===== config.mk =====
export PLATFORM = sky130hd
export DESIGN_NAME = mem_arbiter
export DESIGN_NICKNAME = d
export VERILOG_FILES = /design/src/rtl/mem_arbiter.sv
export SDC_FILE = /design/constraint.sdc
export NUM_CORES = 1
export LEC_CHECK = 0
export ABC_AREA = 1
export ABC_CLOCK_PERIOD_IN_PS = 1400
export CAP_MARGIN = 25
export CORE_MARGIN = 2
export CORE_UTILIZATION = 32
export CTS_BUF_LIST = sky130_fd_sc_hd__clkbuf_16
export DETAILED_ROUTE_END_ITERATION = 16
export GPL_TIMING_DRIVEN = 0
export PLACE_DENSITY = 0.76
export SYNTH_ARGS = -nofsm -noshare
export SYNTH_HDL_FRONTEND = slang
export SYNTH_SLANG_ARGS = --single-unit
export TNS_END_PERCENT = 5

===== constraint.sdc =====
create_clock -name clk -period 1.4 [get_ports clk]
set_input_delay 0.35 -clock clk [delete_from_list [all_inputs] [get_ports clk]]
set_output_delay 0.35 -clock clk [all_outputs]
set_load 0.01 [all_outputs]

===== src/rtl/mem_arbiter.sv =====
// Shares one backing memory between I-cache and D-cache. D wins by default, but a saturating
// starvation counter forces an I grant. The grant is held until mem_done.
module mem_arbiter #(
  parameter int ADDR_W       = 16,
  parameter int DATA_W       = 16,
  parameter int STARVE_LIMIT = 4
) (
  input  logic              clk,
  input  logic              rst,
  input  logic              i_req,
  input  logic [ADDR_W-1:0] i_addr,
  output logic              i_done,
  output logic [DATA_W-1:0] i_rdata,
  input  logic              d_req,
  input  logic              d_wr,
  input  logic [ADDR_W-1:0] d_addr,
  input  logic [DATA_W-1:0] d_wdata,
  output logic              d_done,
  output logic [DATA_W-1:0] d_rdata,
  output logic              mem_req,
  output logic              mem_wr,
  output logic [ADDR_W-1:0] mem_addr,
  output logic [DATA_W-1:0] mem_wdata,
  input  logic [DATA_W-1:0] mem_rdata,
  input  logic              mem_done,
  output logic              busy
);

  typedef enum logic [1:0] {IDLE, GNT_I, GNT_D} state_t;

  localparam logic [2:0] LIMIT = 3'(STARVE_LIMIT);

  state_t     state, next_state;
  logic [2:0] starve_cnt;
  logic       grant_i, grant_d;

  always_ff @(posedge clk or posedge rst) begin
    if (rst) state <= IDLE;
    else     state <= next_state;
  end

  always_comb begin
    next_state = state;
    grant_i    = 1'b0;
    grant_d    = 1'b0;
    case (state)
      IDLE: begin
        if (d_req && (!i_req || starve_cnt < LIMIT)) begin
          grant_d    = 1'b1;
          next_state = GNT_D;
        end else if (i_req) begin
          grant_i    = 1'b1;
          next_state = GNT_I;
        end
      end
      GNT_I, GNT_D: if (mem_done) next_state = IDLE;
      default: next_state = IDLE;
    endcase
  end

  // Request fields are latched at grant so requester changes mid-transaction are invisible to memory.
  always_ff @(posedge clk or posedge rst) begin
    if (rst) begin
      mem_addr   <= '0;
      mem_wr     <= 1'b0;
      mem_wdata  <= '0;
      starve_cnt <= 3'd0;
    end else if (grant_d) begin
      mem_addr  <= d_addr;
      mem_wr    <= d_wr;
      mem_wdata <= d_wdata;
      if (!i_req)                  starve_cnt <= 3'd0;
      else if (starve_cnt < LIMIT) starve_cnt <= starve_cnt + 3'd1;
    end else if (grant_i) begin
      mem_addr   <= i_addr;
      mem_wr     <= 1'b0;
      mem_wdata  <= '0;
      starve_cnt <= 3'd0;
    end else if (state != IDLE && mem_done) begin
      mem_wr <= 1'b0;
    end
  end

  assign mem_req = (state != IDLE);
  assign busy    = (state != IDLE);
  assign i_done  = (state == GNT_I) && mem_done;
  assign d_done  = (state == GNT_D) && mem_done;
  assign i_rdata = i_done ? mem_rdata : '0;
  assign d_rdata = d_done ? mem_rdata : '0;

endmodule

==> impl_metrics.csv <==
group,metric,value,unit
sta,max_freq,570,MHz
setup_path,reg2reg_slack,-0.19,ns
die,start_util,0.329,
global_route,antenna_found_initial,0,
setup_path,required,1.05,ns
global_route,first_global_vias,2238,
sta,period_share,1.25,
global_route,gr-usage-all-layers,0.171,
setup_path,path_max_fanout,9,
route,antenna_left,0,
worst_hold_path,hold_class,"flop to flop",
route,dr.pass1.iters,4,
cells_and_area,postLayoutCoreUtil,0.608,
clocking,cts_root_buf,"clkbuf_16",
route,avgRoutedWirePerCell,11.8,µm
setup_path,timing.critical_path.from,"state[1]",
setup_path,criticalPathCategory,"flop to output pin",
die,coreArea,6280,µm²
sta,timing.final.ws_setup,-0.354,ns
setup_path,end_kind,"output pin",
power_and_ir_drop,switchingPower,2.34,mW
die,die_h,84.3,µm
logic_synthesis,synth.net_count,358,
cells_and_area,area_growth,85.0,%
run_status,status,"complete, but fails checks",
sta,finalMaxSlewViolations,0,
global_route,grt_max_degree,39,
clocking,path_clk_slew,0.05,ns
power_and_ir_drop,switching_share,0.371,
route,viasPerCell,4.40,
power_and_ir_drop,pwr-share-clk,0.192,
logic_synthesis,syn_avg_cell_area,7.26,µm²
placement,placed_area,3540,µm²
logic_synthesis,netlist_instances,284,
clocking,cts.sinks,38,
logic_synthesis,synth_area_leaders,"dfrtp_1, nand2_1, inv_1, nor2_1, nand3b_1",
sta,fin_crit,1.75,ns
placement,dpl.hpwl,4600,µm
setup_path,r2r_start,"state[1]",
clocking,htree_levels,2,
die,fp-row-count,29,
sta,relSlewSlack,0.471,
placement,port_buffers,138,
sta,rsz0062_at_grt,"true",
clocking,cts_inserted_buffers,5,
setup_path,cp-endpoint,"i_rdata[10]",
power_and_ir_drop,share_seq_of_total_power,0.299,
power_and_ir_drop,p_leak,2.10,nW
cells_and_area,nNetsFinal,512,
die,die_w,84.3,µm
setup_path,critPathArrivalTime,1.40,ns
global_route,grt_first_pass_wirelength,10100,µm
clocking,clk_path_buf_depth,2,
sta,finalSetupViolations,68,
logic_synthesis,syn_area,2060,µm²
logic_synthesis,synth.top_cell.area_share,0.461,
logic_synthesis,yosys.area.top_type,"dfrtp_1",
sta,finalHoldViolCount,0,
sta,fin_worst_skew,0.00379,ns
logic_synthesis,ys_ff_latch,38,
clocking,clock_latency,0.27,ns
setup_path,r2r-end,"mem_addr[5]",
power_and_ir_drop,peakVddDrop,742,µV
logic_synthesis,yosysWarningCount,0,
run_status,violations,"setup timing",
sta,tightest_slew,0.793,ns
cells_and_area,num-fill-cells,577,
die,dieArea,7110,µm²
setup_path,r2r_cells,9,
logic_synthesis,yosys.cell_types.count,17,
cells_and_area,drive_above_1_share,0.233,
die,pin_count,139,
placement,routabilityCongestion,0.760,
placement,pre_cts_ws,-0.941,ns
route,vias,2264,
setup_path,start_kind,"flop",
power_and_ir_drop,intPower,3.98,mW
cells_and_area,n_antenna_cell,0,
power_and_ir_drop,combPwrFrac,0.509,
route,drc,0,
clocking,tritoncts,"yes",
route,routed_wl,6100,µm
flow_run,drv_cap,0,
route,drt_iter0_drc,49,
cells_and_area,fin_area,3820,µm²
global_route,overflow,0,
logic_synthesis,yosysSeqAreaShare,0.461,
power_and_ir_drop,power_density,1650,nW/µm²
==> stage by stage <==
step	hold slack, ns	total power, mW	cells	TNS (ns)
2_1_floorplan	0.457	3.35	284	-0.995
3_3_place_gp	0.461	5.03	499	-67.05
3_5_place_dp	0.465	5.10	499	-43.27
4_1_cts	0.475	6.31	514	-13.81
5_1_grt	0.493	6.79	515	-19.11
6_report	0.472	6.32	515	-13.04
==> power groups by stage <==
stage                     clock, mW  sequential [mW]  combinational (mW)
after CTS                      1.25             1.89                3.17
after detailed placement          0             1.91                3.19
after global placement            0             1.89                3.13
after floorplan                   0             2.10                1.25
after global routing           1.30             1.95                3.54
final                          1.22             1.89                3.22
==> logic make-up after synthesis <==
logic type,after synthesis,share of synthesized area
buffers and inverters,55,0.118
AND/OR/NAND/NOR,179,0.371
adder cells (fa/ha/maj),4,0.0243
AO/OA/AOI/OAI,8,0.0261
flip-flops,38,0.461
==> layout by cell type (no fill, tap or decap), drive strengths merged <==
master / n
inv: 42
nand3: 17
bufinv: 1
clkdlybuf4s50: 68
o211ai: 1
clkinv: 1
clkbuf: 5
ha: 4
nor2: 33
buf: 53
o21ai: 7
clkdlybuf4s15: 4
nand3b: 16
nand2: 114
dlygate4sd2: 34
dfrtp: 38
==> state kept, by name, summed over array words and instances, names as in the netlist <==
name and cells:
mem_addr 16, mem_wdata 16, starve_cnt 3, state 2, mem_wr 1
==> cells in the mapped netlist <==
cell type	number
nand2_1	112
nor2_1	33
o21ai_4	1
ha_1	4
nand3_2	1
inv_1	40
nand3_1	16
inv_2	2
buf_6	2
nand3b_1	16
o211ai_1	1
clkbuf_1	2
buf_4	4
o21ai_0	6
buf_2	5
dfrtp_1	38
nand2_4	1
==> critical path: stages (launching register included) <==
cell and delay (ns):
dfrtp_1 0.42, inv_2 0.10, ha_4 0.16, nand2_8 0.08
buf_8 0.16, nor2_2 0.07, buf_2 0.13
==> timing repair <==
action	4_1_cts	5_1_grt
gates resized for setup	219	28
pin swaps	2	3
hold buffers	0	0
buffers inserted	5	1
setup endpoints to repair	105	74
gates cloned	3	0
==> cell type report <==
| type | instances | area (µm²) | area share |
|---|---|---|---|
| Multi-Input combinational cell | 192 | 1030 | 0.269 |
| Timing Repair Buffer | 146 | 1290 | 0.337 |
| Buffer | 13 | 134 | 0.0351 |
| Inverter | 42 | 163 | 0.0426 |
| Clock buffer | 5 | 125 | 0.0328 |
| Sequential cell | 38 | 951 | 0.249 |
| Tap cell | 77 | 96.3 | 0.0252 |
| Clock inverter | 2 | 33.8 | 0.00885 |
==> how the worst min path moves through the flow <==
stage          cells after the start           from  slack (ns)             to
3_3_place_gp                       2   mem_wdata[1]        0.46   mem_wdata[1]
4_1_cts                            2   mem_wdata[1]        0.48   mem_wdata[1]
5_1_grt                            2   mem_addr[10]        0.49   mem_addr[10]
2_1_floorplan                      2  starve_cnt[1]        0.46  starve_cnt[1]
3_5_place_dp                       2   mem_wdata[1]        0.46   mem_wdata[1]
6_report                           2   mem_wdata[1]        0.47   mem_wdata[1]
==> per-layer routing <==
| layer | track usage | vias up | wire length [µm] |
|---|---|---|---|
| met3 | 0.0521 | 2 | 592 |
| met5 | 0 | - | 0 |
| met4 | 0.0264 | 0 | 19 |
| li1 | - | 1164 | - |
| met2 | 0.317 | 91 | 3090 |
| met1 | 0.198 | 1007 | 2390 |
(Power assumes the default switching activity.)
